==> config.mk <==
export PLATFORM = sky130hd
export DESIGN_NAME = ps2_rx_framer
export DESIGN_NICKNAME = d
export VERILOG_FILES = /design/src/rtl/ps2_rx_framer.sv
export SDC_FILE = /design/constraint.sdc
export NUM_CORES = 1
export LEC_CHECK = 0
export ABC_CLOCK_PERIOD_IN_PS = 1900
export BUFFER_PORTS_ARGS = -buffer_cell sky130_fd_sc_hd__buf_2
export CORE_ASPECT_RATIO = 0.7
export CORE_MARGIN = 2
export CORE_UTILIZATION = 50
export DETAILED_ROUTE_END_ITERATION = 8
export GPL_TIMING_DRIVEN = 0
export PLACE_DENSITY = 0.68
export SYNTH_ARGS = -nofsm -noshare
export SYNTH_HDL_FRONTEND = slang
export SYNTH_SLANG_ARGS = --single-unit
==> constraint.sdc <==
create_clock -name clk -period 1.9 [get_ports clk]
set_input_delay 0 -clock clk [delete_from_list [all_inputs] [get_ports clk]]
set_output_delay 0 -clock clk [all_outputs]
set_load 0.005 [all_outputs]
==> src/rtl/ps2_rx_framer.sv <==
// PS/2 device-to-host receiver: synchronizes the PS/2 lines, frames
// start/8 data/odd parity/stop, and reports good bytes, errors and timeouts.
module ps2_rx_framer #(
  parameter int   TIMEOUT_CYCLES = 50000,
  parameter logic SYNC_INIT      = 1'b1
) (
  input  logic       clk,
  input  logic       i_sclr,
  input  logic       i_ps2_clk,
  input  logic       i_ps2_dat,
  output logic [7:0] o_data,
  output logic       o_valid,
  output logic       o_err,
  output logic       o_busy
);

  localparam int TW = $clog2(TIMEOUT_CYCLES) + 1;

  typedef enum logic [1:0] {IDLE, DATA, PARITY, STOP} state_t;

  state_t        state;
  logic [1:0]    clk_sync;
  logic [1:0]    dat_sync;
  logic          prev_clk;
  logic          sync_clk;
  logic          sync_dat;
  logic          fall;
  logic          timeout;
  logic [2:0]    count;
  logic [7:0]    shreg;
  logic          par;
  logic [TW-1:0] tcnt;

  assign sync_clk = clk_sync[1];
  assign sync_dat = dat_sync[1];
  assign fall     = prev_clk & ~sync_clk;
  // A fall in the terminal-count cycle wins over the timeout.
  assign timeout  = (state != IDLE) && (tcnt == TW'(TIMEOUT_CYCLES - 1)) && !fall;

  always_ff @(posedge clk) begin
    if (i_sclr) begin
      clk_sync <= {SYNC_INIT, SYNC_INIT};
      dat_sync <= {SYNC_INIT, SYNC_INIT};
      prev_clk <= SYNC_INIT;
    end else begin
      clk_sync <= {clk_sync[0], i_ps2_clk};
      dat_sync <= {dat_sync[0], i_ps2_dat};
      prev_clk <= sync_clk;
    end
  end

  always_ff @(posedge clk) begin
    if (i_sclr) begin
      state   <= IDLE;
      count   <= 3'd0;
      tcnt    <= '0;
      shreg   <= 8'h00;
      par     <= 1'b0;
      o_data  <= 8'h00;
      o_valid <= 1'b0;
      o_err   <= 1'b0;
      o_busy  <= 1'b0;
    end else begin
      o_valid <= 1'b0;
      o_err   <= 1'b0;
      if (state == IDLE || fall || timeout) tcnt <= '0;
      else                                  tcnt <= tcnt + 1'b1;

      if (timeout) begin
        state  <= IDLE;
        o_busy <= 1'b0;
        o_err  <= 1'b1;
      end else if (fall) begin
        case (state)
          IDLE: begin
            // A high start bit is ignored; wait for the next fall.
            if (!sync_dat) begin
              state  <= DATA;
              count  <= 3'd0;
              o_busy <= 1'b1;
            end
          end
          DATA: begin
            shreg <= {sync_dat, shreg[7:1]};
            count <= count + 3'd1;
            if (count == 3'd7) state <= PARITY;
          end
          PARITY: begin
            par   <= sync_dat;
            state <= STOP;
          end
          STOP: begin
            if (sync_dat && ((^shreg) ^ par)) begin
              o_data  <= shreg;
              o_valid <= 1'b1;
            end else begin
              o_err <= 1'b1;
            end
            state  <= IDLE;
            o_busy <= 1'b0;
          end
          default: begin
            state  <= IDLE;
            o_busy <= 1'b0;
          end
        endcase
      end
    end
  end

endmodule

==> impl_metrics.env <==
export IMPL_clkSinkCount=47
export IMPL_wl_per_cell_um=13.5
export IMPL_dp_hpwl_um=2740
export IMPL_rows=19
export IMPL_leakage_nw=0.958
export IMPL_drtIter0Drc=49
export IMPL_final_cell_mix="dfxtp_1, nand2_1, nor2_1"
export IMPL_yosys_area_top_type="dfxtp_1"
export IMPL_overflow=0
export IMPL_finalClockSkew_ns=0.00591
export IMPL_fmax_mhz=536
export IMPL_timing_reg2reg_setup_slack_ns=0.04
export IMPL_dr_pass1_iters=4
export IMPL_finalHoldViolations=0
export IMPL_vdd_ir_drop_max_uv=419
export IMPL_yosysWarnings=0
export IMPL_hp_class="flip-flop to flip-flop"
export IMPL_n_antenna_cell=0
export IMPL_io_buffers=14
export IMPL_numCtsBuffers=5
export IMPL_ys_seq_area_share_pct=45.4
export IMPL_path_max_fanout=5
export IMPL_routed_wirelength_um=4110
export IMPL_clockBufferDepth=2
export IMPL_hold_start="clk_sync[0]$_SDFF_PP1_"
export IMPL_syn_nets=228
export IMPL_drive_gt1_share_pct=22.2
export IMPL_synthFlopType="dfxtp_1"
export IMPL_final_common_cell="dfxtp_1"
export IMPL_grtUsageMet3_pct=4.83
export IMPL_min_period_ns=1.86
export IMPL_synthArstFlopShare_pct=0
export IMPL_grt_pass1_vias=1380
export IMPL_vias_per_cell=5.28
export IMPL_cp_start_kind="flip-flop"
export IMPL_synthCells=217
export IMPL_via_count=1605
export IMPL_fp_dieH_um=57.9
export IMPL_final_antenna_net_count=0
export IMPL_start_util_pct=52.6
export IMPL_finalCritPeriodShare_pct=98.1
export IMPL_min_to="clk_sync[1]$_SDFF_PP1_"
export IMPL_grt_max_degree=14
export IMPL_die_x_um=81.0
export IMPL_use_met2_pct=26.2
export IMPL_rsz0062_at_grt="true"
export IMPL_worstRegToRegCells=6
export IMPL_gr_usage_met1_pct=26.4
export IMPL_power_density_nw_per_um2=671
export IMPL_gr_usage_all_layers_pct=18.1
export IMPL_ys_types=41
export IMPL_holdWs_ns=0.416
export IMPL_syn_area_um2=2070
export IMPL_ios=15
export IMPL_setup_viol=0
export IMPL_r2r_end="tcnt[0]$_SDFF_PP0_"
export IMPL_grt_pass1_wl_um=6430
export IMPL_drv_cap=0
export IMPL_cts_root_buffer="clkbuf_8"
export IMPL_antenna_found_initial=0
export IMPL_syn_area_per_cell_um2=9.56
export IMPL_drv_slew=0
export IMPL_r2r_start="tcnt[16]$_SDFF_PP0_"
export IMPL_fin_nets=262
export IMPL_yosysTopAreaCellShare_pct=45.4
export IMPL_worstSkewPairLatency_ns=0.29
export IMPL_arrival_ns=2.05
export IMPL_htreeDepth=2
export IMPL_status="completed"
export IMPL_gp_congestion=0.805
export IMPL_synth_edf_count=0
export IMPL_worst_setup_path_end_kind="flip-flop"
export IMPL_max_slew_margin_pct=71.0
export IMPL_max_slew_worst_pin_slew_ns=0.434
export IMPL_dieArea_um2=4690
export IMPL_placed_cell_area_um2=2210
export IMPL_critical_path_required_ns=2.09
export IMPL_final_area_um2=2510
export IMPL_cts_tree="done"
export IMPL_clkSlewWorstSetupHoldPaths_ns=0.08
export IMPL_synth_area_top_cells="dfxtp_1, mux2i_1, nand2_1"
export IMPL_core_um2=3950
export IMPL_ys_seq_elements=47
export IMPL_busiest_layer="met1"
export IMPL_drc_errors=0
export IMPL_hold_depth=1
export IMPL_path_class="flip-flop to flip-flop"
export IMPL_area_growth_syn_to_layout_pct=20.9
-- cells in the mapped netlist, types with 2 or more instances --
master / instances
a21oi_1: 6
a32oi_1: 3
and3_1: 3
and4_1: 2
clkbuf_1: 3
dfxtp_1: 47
ha_1: 7
inv_1: 6
mux2i_1: 17
nand2_1: 29
nand2b_1: 3
nand3_1: 8
nand4_1: 4
nor2_1: 27
nor3_1: 4
nor4_1: 3
or2_2: 6
xnor2_1: 12
xor2_1: 5
-- stage by stage --
step           setup WS [ns]  setup TNS (ns)  utilization (%)  total power, mW  std cells
6_report              0.0353               0             63.5             1.68        304
4_1_cts               0.0260               0             60.2             1.70        295
3_3_place_gp          0.0227               0             56.0             1.05        283
2_1_floorplan          0.205               0                -             1.04        217
5_1_grt              -0.0520          -0.493             63.5             1.76        304
3_5_place_dp         -0.0164          -0.102             56.0             1.05        283
-- layout make-up --
| type | instances | area (um2) |
|---|---|---|
| Sequential cell | 47 | 951 |
| Timing Repair Buffer | 27 | 203 |
| Clock buffer | 8 | 100 |
| Multi-Input combinational cell | 158 | 1120 |
| Inverter | 7 | 26.3 |
| Fill cell | 345 | 1440 |
| Buffer | 5 | 37.5 |
| Tap cell | 52 | 65.1 |
-- cell families (layout without fill, tap and decap cells) --
family          after synthesis  count (layout)  synth area share (%)
mux                          18              18                  9.29
xor+xnor                     19              19                  9.47
fa+ha+maj                     7               7                  4.22
compound gates               17              17                  5.91
simple gates                 97              97                  23.0
flops                        47              47                  45.4
buf+inv                      12              47                  2.71
-- power by group --
group	total (mW)	switching (mW)	leakage (nW)	internal, mW
clock network	0.650	0.318	0.0515	0.332
registers	0.990	0.00395	0.382	0.986
logic	0.0405	0.0239	0.524	0.0166
-- what timing repair did --
action	4_1_cts	5_1_grt
cloned	0	2
hold endpoints to repair	3	0
gates resized for setup	3	15
hold buffers	3	0
setup endpoints to repair	15	13
setup buffers	1	7
pin swaps	0	4
-- worst max-delay path by stage --
stage / from / end / slack (ns) / depth (start not counted)
floorplan: shreg[5]$_SDFFE_PP0P_ / o_data[0]$_SDFFE_PP0P_ / 0.21 / 4
global placement: tcnt[0]$_SDFF_PP0_ / tcnt[16]$_SDFF_PP0_ / 0.02 / 5
detailed placement: tcnt[6]$_SDFF_PP0_ / tcnt[13]$_SDFF_PP0_ / -0.02 / 6
CTS: tcnt[6]$_SDFF_PP0_ / tcnt[13]$_SDFF_PP0_ / 0.03 / 6
global route: tcnt[16]$_SDFF_PP0_ / tcnt[0]$_SDFF_PP0_ / -0.05 / 6
finish: tcnt[16]$_SDFF_PP0_ / tcnt[0]$_SDFF_PP0_ / 0.04 / 6
-- layer usage --
metal	up-vias	wire length, um
met1	757	2210
met3	4	148
met5	-	0
li1	822	-
met4	0	31
met2	22	1710
-- sequential cells by signal, summed over array words and instances, names as in the netlist --
signal,flops
clk_sync,2
count,3
dat_sync,2
o_busy,1
o_data,8
o_err,1
o_valid,1
par,1
prev_clk,1
shreg,8
state,2
tcnt,17
-- critical path, cell delays in order, from the launching register on --
cell	delay (ns)
dfxtp_2	0.33
or4b_4	0.54
nor4_4	0.31
a311o_1	0.26
buf_6	0.14
clkbuf_16	0.14
nor2_1	0.03
Note: power is estimated with default switching activity, not from simulation.
